### src/rtl/uart_loader_if.sv
// uart_loader_if: memory-upload port between the serial loader (master) and its host side (slave).
interface uart_loader_if #(
    parameter int ROM_DEPTH = 14,
    parameter int ISA_WIDTH = 32
);
    logic                 uart_rx;
    logic                 uart_start;
    logic                 uart_write_enable;
    logic [ISA_WIDTH-1:0] uart_data;
    logic [ROM_DEPTH:0]   uart_addr;
    logic                 uart_busy;
    logic                 uart_done;
    logic                 uart_error;

    modport master (
        input  uart_rx, uart_start,
        output uart_write_enable, uart_data, uart_addr, uart_busy, uart_done, uart_error
    );

    modport slave (
        output uart_rx, uart_start,
        input  uart_write_enable, uart_data, uart_addr, uart_busy, uart_done, uart_error
    );
endinterface

### src/rtl/uart_loader.sv
// uart_loader: 8N1 UART receiver that assembles little-endian words and streams them to the memory upload port.
module uart_loader #(
    parameter int CLKS_PER_BIT = 868,
    parameter int ROM_DEPTH    = 14,
    parameter int ISA_WIDTH    = 32
) (
    input logic           clk,
    input logic           rst,
    uart_loader_if.master bus
);
    localparam int            CW   = $clog2(CLKS_PER_BIT);
    localparam logic [CW-1:0] HALF = CW'(CLKS_PER_BIT / 2 - 1);
    localparam logic [CW-1:0] FULL = CW'(CLKS_PER_BIT - 1);

    typedef enum logic [1:0] {RX_IDLE, RX_START, RX_DATA, RX_STOP} rx_t;
    typedef enum logic [2:0] {S_IDLE, S_RECV, S_WRITE, S_DONE, S_ERR} st_t;

    logic [1:0]           r_sync;
    logic                 r_start_d;
    rx_t                  r_rx, w_rx_nxt;
    st_t                  r_st, w_st_nxt;
    logic [CW-1:0]        r_cnt;
    logic [2:0]           r_bit;
    logic [7:0]           r_shift;
    logic                 r_byte_valid, r_frame_err;
    logic [1:0]           r_idx;
    logic [23:0]          r_word;
    logic [ISA_WIDTH-1:0] r_data;
    logic [ROM_DEPTH:0]   r_addr;
    logic                 w_line, w_run, w_start_edge, w_half, w_full, w_byte_set, w_err_set;

    assign w_line       = r_sync[1];
    assign w_run        = r_st == S_RECV;
    assign w_start_edge = bus.uart_start & ~r_start_d;
    assign w_half       = r_cnt == HALF;
    assign w_full       = r_cnt == FULL;

    // Flops reset high so a start held across reset does not look like a fresh edge.
    always_ff @(posedge clk or posedge rst) begin
        if (rst) begin
            r_sync    <= 2'b11;
            r_start_d <= 1'b1;
        end else begin
            r_sync    <= {r_sync[0], bus.uart_rx};
            r_start_d <= bus.uart_start;
        end
    end

    always_ff @(posedge clk or posedge rst) begin
        if (rst) r_rx <= RX_IDLE;
        else     r_rx <= w_rx_nxt;
    end

    always_comb begin
        w_rx_nxt = r_rx;
        if (!w_run) w_rx_nxt = RX_IDLE;
        else begin
            case (r_rx)
                RX_IDLE:  if (!w_line) w_rx_nxt = RX_START;
                RX_START: if (w_half) w_rx_nxt = w_line ? RX_IDLE : RX_DATA;
                RX_DATA:  if (w_full && r_bit == 3'd7) w_rx_nxt = RX_STOP;
                RX_STOP:  if (w_full) w_rx_nxt = RX_IDLE;
                default:  w_rx_nxt = RX_IDLE;
            endcase
        end
    end

    always_comb begin
        w_byte_set = w_run && r_rx == RX_STOP && w_full && w_line;
        w_err_set  = w_run && r_rx == RX_STOP && w_full && !w_line;
    end

    always_ff @(posedge clk or posedge rst) begin
        if (rst) begin
            r_cnt        <= '0;
            r_bit        <= '0;
            r_shift      <= '0;
            r_byte_valid <= 1'b0;
            r_frame_err  <= 1'b0;
        end else begin
            r_byte_valid <= w_byte_set;
            r_frame_err  <= w_err_set;
            r_cnt        <= (r_rx != w_rx_nxt || w_full) ? '0 : r_cnt + CW'(1);
            if (r_rx == RX_START) r_bit <= '0;
            if (r_rx == RX_DATA && w_full) begin
                r_shift <= {w_line, r_shift[7:1]};
                r_bit   <= r_bit + 3'd1;
            end
        end
    end

    always_ff @(posedge clk or posedge rst) begin
        if (rst) r_st <= S_IDLE;
        else     r_st <= w_st_nxt;
    end

    // A start edge wins over everything, including a byte arriving in the same cycle.
    always_comb begin
        w_st_nxt = r_st;
        if (w_start_edge) w_st_nxt = S_RECV;
        else if ((r_st == S_RECV || r_st == S_WRITE) && !bus.uart_start) w_st_nxt = S_IDLE;
        else begin
            case (r_st)
                S_RECV:  w_st_nxt = r_frame_err ? S_ERR : (r_byte_valid && r_idx == 2'd3) ? S_WRITE : S_RECV;
                S_WRITE: w_st_nxt = &r_addr ? S_DONE : S_RECV;
                default: w_st_nxt = r_st;
            endcase
        end
    end

    always_comb begin
        bus.uart_write_enable = r_st == S_WRITE;
        bus.uart_busy         = r_st == S_RECV || r_st == S_WRITE;
        bus.uart_done         = r_st == S_DONE;
        bus.uart_error        = r_st == S_ERR;
    end

    assign bus.uart_data = r_data;
    assign bus.uart_addr = r_addr;

    always_ff @(posedge clk or posedge rst) begin
        if (rst) begin
            r_idx  <= '0;
            r_word <= '0;
            r_data <= '0;
            r_addr <= '0;
        end else if (w_start_edge) begin
            r_idx  <= '0;
            r_addr <= '0;
        end else if (r_st == S_RECV && r_byte_valid) begin
            r_idx <= r_idx + 2'd1;
            if (r_idx == 2'd3) r_data <= {r_shift, r_word};
            else               r_word[{r_idx, 3'b000} +: 8] <= r_shift;
        end else if (r_st == S_WRITE && !(&r_addr)) begin
            r_addr <= r_addr + (ROM_DEPTH + 1)'(1);
        end
    end
endmodule

### src/flat_wrapper.sv
// flat-port wrapper written by rule: the top's interface ports become plain ports
module uart_loader_flat 
#(
    parameter int CLKS_PER_BIT = 868,
    parameter int ROM_DEPTH    = 14,
    parameter int ISA_WIDTH    = 32
)
  (clk, rst, bus_uart_rx, bus_uart_start, bus_uart_write_enable, bus_uart_data, bus_uart_addr, bus_uart_busy, bus_uart_done, bus_uart_error);
  uart_loader_if #(.ROM_DEPTH(ROM_DEPTH), .ISA_WIDTH(ISA_WIDTH)) bus_i ();
  input logic clk;
  input logic rst;
  input wire logic [$bits(bus_i.uart_rx)-1:0] bus_uart_rx;
  input wire logic [$bits(bus_i.uart_start)-1:0] bus_uart_start;
  output wire logic [$bits(bus_i.uart_write_enable)-1:0] bus_uart_write_enable;
  output wire logic [$bits(bus_i.uart_data)-1:0] bus_uart_data;
  output wire logic [$bits(bus_i.uart_addr)-1:0] bus_uart_addr;
  output wire logic [$bits(bus_i.uart_busy)-1:0] bus_uart_busy;
  output wire logic [$bits(bus_i.uart_done)-1:0] bus_uart_done;
  output wire logic [$bits(bus_i.uart_error)-1:0] bus_uart_error;
  assign bus_i.uart_rx = bus_uart_rx;
  assign bus_i.uart_start = bus_uart_start;
  assign bus_uart_write_enable = bus_i.uart_write_enable;
  assign bus_uart_data = bus_i.uart_data;
  assign bus_uart_addr = bus_i.uart_addr;
  assign bus_uart_busy = bus_i.uart_busy;
  assign bus_uart_done = bus_i.uart_done;
  assign bus_uart_error = bus_i.uart_error;
  uart_loader #(.CLKS_PER_BIT(CLKS_PER_BIT), .ROM_DEPTH(ROM_DEPTH), .ISA_WIDTH(ISA_WIDTH)) u_core (.clk(clk), .rst(rst), .bus(bus_i));
endmodule
### config.mk
export PLATFORM = sky130hd
export DESIGN_NAME = uart_loader_flat
export DESIGN_NICKNAME = d
export VERILOG_FILES = /design/src/rtl/uart_loader_if.sv /design/src/rtl/uart_loader.sv /design/src/flat_wrapper.sv
export SDC_FILE = /design/constraint.sdc
export NUM_CORES = 1
export LEC_CHECK = 0
export BUFFER_PORTS_ARGS = -buffer_cell sky130_fd_sc_hd__buf_2
export CORE_MARGIN = 5
export CORE_UTILIZATION = 30
export DETAILED_ROUTE_END_ITERATION = 6
export PLACE_DENSITY = 0.53
export SYNTH_ARGS = -nofsm -noshare
export SYNTH_HDL_FRONTEND = slang
export SYNTH_SLANG_ARGS = --single-unit
### constraint.sdc
create_clock -name clk -period 4.3 [get_ports clk]
set_input_delay 0.43 -clock clk [delete_from_list [all_inputs] [get_ports clk]]
set_output_delay 0.43 -clock clk [all_outputs]
set_load 0.005 [all_outputs]
; ---- Yosys cells after proc, flatten, opt, wreduce, memory -nomap -nowiden
; Cells that the tools add are included.
[word_totals]
output_inout_bits = 51
elab_cells = 83
register_bits = 104
[op_classes]
shift = 2
n_eq_ne = 13
muxes = 22
reduce_logical = 24
add_sub_neg = 5
bitwise = 4
[ops]
columns = op, n
row1 = 2-to-1 mux 15 bit, 3
row2 = bitwise mux 24 bit, 1
row3 = "variable shift 8 x 7 -> 24 bit, first input constant", 1
row4 = indexed part select 8 x 7 -> 24 bit, 1
row5 = 2-to-1 mux 2 bit, 10
row6 = "adder 15 x 1 -> 15 bit, second input constant", 1
row7 = 2-to-1 mux 3 bit, 5
row8 = AND reduction 15 bit, 1
row9 = "adder 10 x 1 -> 10 bit, second input constant", 1
row10 = "equality test 10 bit, second input constant", 1
row11 = "equality test 10 x 9 -> 1 bit, second input constant", 1
row12 = logical AND 1 bit, 10
row13 = 2-to-1 mux 10 bit, 1
row14 = case mux 2 bit (4 select lines), 1
row15 = negator 5 -> 7 bit, 1
row16 = "equality test 2 bit, second input constant", 3
row17 = "equality test 3 x 2 -> 1 bit, second input constant", 2
row18 = "equality test 3 bit, second input constant", 2
row19 = case mux 3 bit (2 select lines), 1
row20 = AND reduction 3 bit, 2
row21 = nonzero test 2 bit, 3
row22 = nonzero test 4 bit, 1
row23 = "adder 3 x 1 -> 3 bit, second input constant", 1
row24 = "equality test 3 x 1 -> 1 bit, second input constant", 1
row25 = 10 further kinds, 15

; ---- Logic depth before layout (Yosys ltp)
; Gate-level depths: netlist of run 1.
[depth]
depth_word = 8
mapped_depth = 6
ltp_nobuf = 6

; ---- Worst setup path after synthesis of run 1
; OpenSTA, ideal clock, no wires.
[synth_timing]
path_type = register -> register
startpoint = register u_core.r_cnt[2]
endpoint = register u_core.r_shift[0]
path_stages_with_launch = 7
n_path_buf = 2
path_slack_ns = 2.010
arrival_ns = 2.165
synth_period_minus_slack_ns = 2.290
cell_sequence = dfrtp_1 or3b_1 buf_2 or4b_4 buf_6 nor3_4 mux2_2
[synth_between]
elab_chain_len = 2
[synth_rtl]
columns = item, line
row1 = "start, declared", uart_loader.sv:22  ; logic [CW-1:0] r_cnt;
row2 = "start signal, assigned", uart_loader.sv:83  ; r_cnt <= (r_rx != w_rx_nxt || w_full) ? '0 : r_cnt + CW'(1);
row3 = equality test 10 bit, uart_loader.sv:36  ; assign w_full = r_cnt == FULL;
row4 = logical AND 1 bit, uart_loader.sv:85  ; if (r_rx == RX_DATA && w_full) begin
row5 = "end signal, assigned", uart_loader.sv:86  ; r_shift <= {w_line, r_shift[7:1]};
row6 = "end, declared", uart_loader.sv:24  ; logic [7:0] r_shift;
; Every way passes these cells.
; A chain may end at the register's enable or synchronous reset.

; ---- Final worst setup path of run 1
[layout_timing]
startpoint = register u_core.r_cnt[2]
endpoint = register u_core.r_shift[7]
; The elaborated chain is that of the path after synthesis.

==> reports/metrics.yaml, run 1 <==
cts.path.max_buffers: 2
worst_ep_required_time_ps: 4530
finalCritPeriodShare_pct: 55.3
hold_path.class: "input port to register"
tightest_slew_ps: 965
rrSetupSlack_ps: 1920
r2r-end: "u_core.r_shift[7]"
wl_met3_um: 385
vias_per_cell: 4.94
fin_nets: 485
syn_nets: 430
die_x_um: 134
cpLargestDelayFamily: "simple AND/OR/NAND/NOR gates"
power.total_mw: 1.95
hold_viol: 0
grt_usage_pct: 11.7
path_depth: 4
vias: 3277
synthFlopType: "dfrtp_1"
setup_ws_ps: 1920
status: "completed"
dpl_cell_area_sq_um: 5090
htreeDepth: 3
fmax_ghz: 0.420
totalWireLength_um: 9880
cts_tree: "built"
avgSynthCellArea_sq_um: 11.1
clkSinkCount: 104
cts_buffers: 9
clk_latency_ps: 350
fill_cells: 1476
post-dp-hpwl_um: 6760
yosysWarnings: 0
critPathKind: "register to register"
ys_ff_latch: 104
powerDensity_nw_per_um2: 361
drt-initial-drc-count: 200
layout-drive-gt1-share_pct: 26.5
hold-path-cell-count: 1
tns_ps: 0
postLayoutCellArea_sq_um: 5400
synth.distinct_cells: 48
syn_to_final_growth_pct: 17.1
postCtsHoldBufs: 0
ir_drop_mv: 0.181
antenna_left: 0
clock_skew_ps: 9.69
routed.top_layer: "met4"
dp_slack_ps: 1910
initial_utilization_pct: 30.4
die_area_sq_um: 17900
synth-edff-count: 0
p_leak_nw: 2.51
port_buffers: 54
clkTransAtPathRegs_ps: 70
relSlewSlack_pct: 35.6
drt-pass1-iter-count: 4
coreArea_sq_um: 15100
async_flop_share_pct: 100
grt_start_max_net_pins: 77
drv_cap: 0
crit_arrival_ps: 2610
startpoint_type: "register"
cp_slowest_cell: "or4b_4"
crit_buf_inv: 0
antenna_found_initial: 0
grt_pass1_wl_um: 17100
cts-root-buf: "clkbuf_16"
drc: 0
overflow: 0
r2r_start: "u_core.r_cnt[2]"
met2_length_um: 4850
wirelength_met1_um: 4480
holdWs_ps: 187
ys_seq_area_share_pct: 56.5
ios: 55
die_h_um: 134
startpoint: "u_core.r_cnt[2]"
r2r_cells: 4
syn-cell-area_sq_um: 4610
rows: 45
antenna_cells: 0
rsz0062_at_grt: "no"
syn_inst: 416
end_kind: "register"
ctsResizeCount: 0
post_drt_wl_per_cell_um: 14.9
grt_pass1_vias: 3334
crit_chain: "or3b_1 > or4b_4 > nor3_4 > mux2_2"
cp_slowest_stage_delay_ps: 610
endpoint: "u_core.r_shift[7]"
post-route-min-period_ps: 2380
gp_congestion: 0.787
post-cts-setup-buffer-count: 0
finalMaxSlewViolations: 0
setup-violations-final: 0
crit_fanout: 8
report_power, final:
| group | internal [mW] | switching (mW) | leakage, nW |
|---|---|---|---|
| combinational | 0.0265 | 0.0489 | 0.921 |
| sequential | 0.995 | 0.0213 | 1.44 |
| clock | 0.464 | 0.391 | 0.154 |
logic make-up after synthesis:
| family | count (synthesis) | synth area share [%] |
|---|---|---|
| compound gates | 67 | 8.79 |
| xor+xnor | 9 | 1.71 |
| fa+ha+maj | 10 | 2.71 |
| buf+inv | 25 | 2.31 |
| flops | 104 | 56.5 |
| mux | 44 | 10.7 |
| simple gates | 157 | 17.3 |
final cells by class:
| class | instances | area [sq um] | share of cell area [%] |
|---|---|---|---|
| Inverter | 11 | 43.8 | 0.811 |
| Multi-Input combinational cell | 287 | 1900 | 35.2 |
| Sequential cell | 104 | 2610 | 48.3 |
| Clock buffer | 9 | 225 | 4.17 |
| Tap cell | 188 | 235 | 4.36 |
| Timing Repair Buffer | 58 | 300 | 5.56 |
| Clock inverter | 7 | 86.3 | 1.60 |
metrics by stage:
stage          utilization [%]  std cells
3_5_place_dp              33.6        648
5_1_grt                   35.6        664
3_3_place_gp              33.6        648
4_1_cts                   35.6        664
2_1_floorplan                -        416
6_report                  35.6        664
cells in the final DEF (no fill, tap or decap), types with 5 or more instances in the layout:
master,n
mux2_2,41
xor2_1,5
nand3_1,13
a21oi_1,11
nor3b_1,7
clkbuf_16,9
o21ai_0,32
dfrtp_1,101
inv_1,10
nor2_1,22
ha_1,10
nand2_1,71
buf_2,54
or4_1,6
nand4_1,10
registers in the layout, indices dropped and copies added (netlist names):
register	cells
u_core.bus.uart_addr	15
u_core.bus.uart_data	32
u_core.r_bit	3
u_core.r_byte_valid	1
u_core.r_cnt	10
u_core.r_frame_err	1
u_core.r_idx	2
u_core.r_rx	2
u_core.r_shift	8
u_core.r_st	3
u_core.r_start_d	1
u_core.r_sync	2
u_core.r_word	24
cells in the mapped netlist, drive strengths merged, types with 2 or more instances:
library cell	instances	area (sq um)
nand3	13	65.1
nand2	71	267
o31ai	4	30.0
and4	2	17.5
xor2	5	43.8
o41ai	2	17.5
nand4	10	62.6
o211ai	2	15.0
nand2b	3	18.8
nor3	3	26.3
o22ai	2	12.5
or4	6	45.0
or2	2	12.5
buf	5	31.3
nor3b	7	52.6
a2111o	2	22.5
a31oi	4	25.0
xnor2	4	35.0
ha	10	125
mux2i	3	30.0
a21oi	11	55.1
inv	11	41.3
or3	2	12.5
a2bb2oi	2	17.5
o21ai	32	160
nand4b	2	17.5
nor2b	3	18.8
nor4	4	31.3
dfstp	3	78.8
o311ai	2	17.5
dfrtp	101	2530
or3b	4	35.0
mux2	41	462
nor2	22	82.6
clkbuf	9	33.8
worst min path at each step:
stage	startpoint	to	slack, ps
2_1_floorplan	u_core.r_sync[0]	u_core.r_sync[1]	350
3_3_place_gp	u_core.r_sync[0]	u_core.r_sync[1]	350
3_5_place_dp	u_core.r_sync[0]	u_core.r_sync[1]	350
4_1_cts	bus_uart_rx	u_core.r_sync[0]	170
5_1_grt	bus_uart_rx	u_core.r_sync[0]	170
6_report	bus_uart_rx	u_core.r_sync[0]	190
layer usage:
layer | vias to the layer above | GRT usage [%]
li1 | 1595 | -
met1 | 1609 | 14.4
met4 | 0 | 4.74
met3 | 11 | 2.93
met5 | - | 0
met2 | 62 | 19.7
Power figures use the tool's default switching activity.
==> run 2, diff against run 1 <==
clock period = 2.4 ns   (was 4.3 ns; I/O delays follow)
==> run 2 against run 1 <==
  * Final cell count grew 2.4%
  * Via count grew 1.8%
  * Non-clock buffer count grew 16
  * Critical path type unchanged
  * Largest cell class unchanged
  * Critical path depth is the same
  * Worst hold slack lost 150 ps
  * Sequential cell count is the same
==> reports/metrics.yaml, run 2 (synthesis gave the netlist of run 1 again) <==
status: "completed"
drc: 0  # unchanged
post-dp-hpwl_um: 6900  # +2.1%
cts-root-buf: "clkbuf_16"
clkTransAtPathRegs_ps: 70  # about the same
die_x_um: 134  # unchanged
cts_tree: "built"
crit_arrival_ps: 2530  # -80 ps
p_leak_nw: 2.57  # +2.5%
antenna_left: 0  # unchanged
finalMaxSlewViolations: 0  # unchanged
grt_pass1_wl_um: 16900  # -1.2%
dpl_cell_area_sq_um: 5210  # +2.3%
relSlewSlack_pct: 52.6  # +17 points
cts_buffers: 9  # unchanged
drt-pass1-iter-count: 5  # +1
vias: 3337  # +1.8%
tns_ps: 0  # unchanged
die_h_um: 134  # unchanged
postLayoutCellArea_sq_um: 5520  # +2.2%
endpoint: "u_core.r_shift[2]"
startpoint: "u_core.r_cnt[2]"
hold_path.class: "input port to register"
worst_ep_required_time_ps: 2640  # -1890 ps
die_area_sq_um: 17900  # unchanged
mostFrequentLayoutCell: "dfrtp_1"
fmax_ghz: 0.436  # +3.7%
vias_per_cell: 4.91  # -0.57%
largest_reg_flops: 32  # unchanged
cts.path.max_buffers: 2  # unchanged
fin_util_pct: 36.4  # +0.80 points
clk_latency_ps: 350  # about the same
gp_congestion: 0.808  # +2.6%
r2r-end: "u_core.r_shift[2]"
r2r_start: "u_core.r_cnt[2]"
rrSetupSlack_ps: 110  # -1810 ps
grt_pass1_vias: 3307  # -0.81%
drv_cap: 0  # unchanged
critPathKind: "register to register"
ios: 55  # unchanged
powerDensity_nw_per_um2: 616  # +71%
startpoint_type: "register"
fin_nets: 501  # +3.3%
end_kind: "register"
syn_to_final_growth_pct: 19.8
setup-violations-final: 0  # unchanged
layout-drive-gt1-share_pct: 28.7  # +2.2 points
r2r_cells: 4  # unchanged
final_cells: 680  # +2.4%
dp.cells: 662  # +2.2%
rows: 45  # unchanged
ir_drop_mv: 0.371  # +110%
finalCritPeriodShare_pct: 95.6  # +40 points
totalWireLength_um: 9810  # -0.77%
clkSinkCount: 104  # unchanged
port_buffers: 54  # unchanged
rsz0062_at_grt: "no"
coreArea_sq_um: 15100  # unchanged
post-cts-setup-buffer-count: 0  # unchanged
crit_fanout: 8  # unchanged
initial_utilization_pct: 30.4  # unchanged
power.total_mw: 3.40  # +75%
antenna_cells: 0  # unchanged
antenna_found_initial: 0  # unchanged
tightest_slew_ps: 709  # -256 ps
post_drt_wl_per_cell_um: 14.4  # -3.1%
hold_viol: 0  # unchanged
grt_usage_pct: 11.7  # -0.053 points
overflow: 0  # unchanged
grt_start_max_net_pins: 33  # -57%
drt-initial-drc-count: 216  # +8.0%
htreeDepth: 3  # unchanged
clock_skew_ps: 6.75  # -2.94 ps
layout_common_cells: "101 x dfrtp_1, 71 x nand2_1, 54 x buf_2"
post-route-min-period_ps: 2290  # -85.8 ps
-- run 2: cell count changes in the layout (fill, tap and decap cells not counted), moves of 2 or more --
cell / before / now
inv_8: 0 / 2
inv_6: 4 / 2
clkinvlp_4: 0 / 2
dlygate4sd3_1: 0 / 2
buf_4: 4 / 17
-- run 2: critical path, cell delays in order, from the launching register on --
cell     delay, ps
dfrtp_1        420
or3b_1         410
or4b_4         600
nor3_4         370
mux2_2         390
-- run 2: final cells by class --
cell class / count / area (sq um)
fill: 1420 / 9630
sequential: 104 / 2610
multi-input combinational: 287 / 1910
timing repair buffer: 74 / 438
tap: 188 / 235
clock buffer: 9 / 225
clock inverter: 7 / 61.3
inverter: 11 / 45.0
-- run 2: per-stage QoR --
stage	hold slack, ps	worst slack (ps)
final	32.4	107
after global routing	21.8	11.3
after CTS	15.0	100
after detailed placement	347	-11.8
after global placement	350	74.9
after floorplan	244	110
-- run 2: worst min-delay path by stage --
stage                startpoint               end  slack, ps  cells after the start
6_report         bus_uart_start  u_core.r_start_d         30                      1
5_1_grt          bus_uart_start  u_core.r_start_d         20                      1
4_1_cts          bus_uart_start  u_core.r_start_d         10                      1
3_5_place_dp   u_core.r_sync[0]  u_core.r_sync[1]        350                      0
3_3_place_gp   u_core.r_sync[0]  u_core.r_sync[1]        350                      0
2_1_floorplan    bus_uart_start  u_core.r_start_d        240                      0
-- run 2: per-layer routing --
layer | up-vias | routed length, um | global-route usage, %
met5 | - | 0 | 0
met4 | 0 | 179 | 4.57
met3 | 14 | 378 | 3.26
met2 | 55 | 4720 | 18.9
met1 | 1637 | 4530 | 14.8
li1 | 1631 | - | -
-- run 2: repair_timing --
action / 4_1_cts / 5_1_grt
hold buffers: 2 / 0
gates resized for setup: 1 / 0
hold endpoints to repair: 14 / 0
endpoints found under the setup margin: 5 / 0
-- run 2: power breakdown --
group | leakage [nW] | switching (mW) | internal [mW]
Combinational | 0.998 | 0.0994 | 0.0586
Clock | 0.140 | 0.704 | 0.726
Sequential | 1.44 | 0.0318 | 1.78
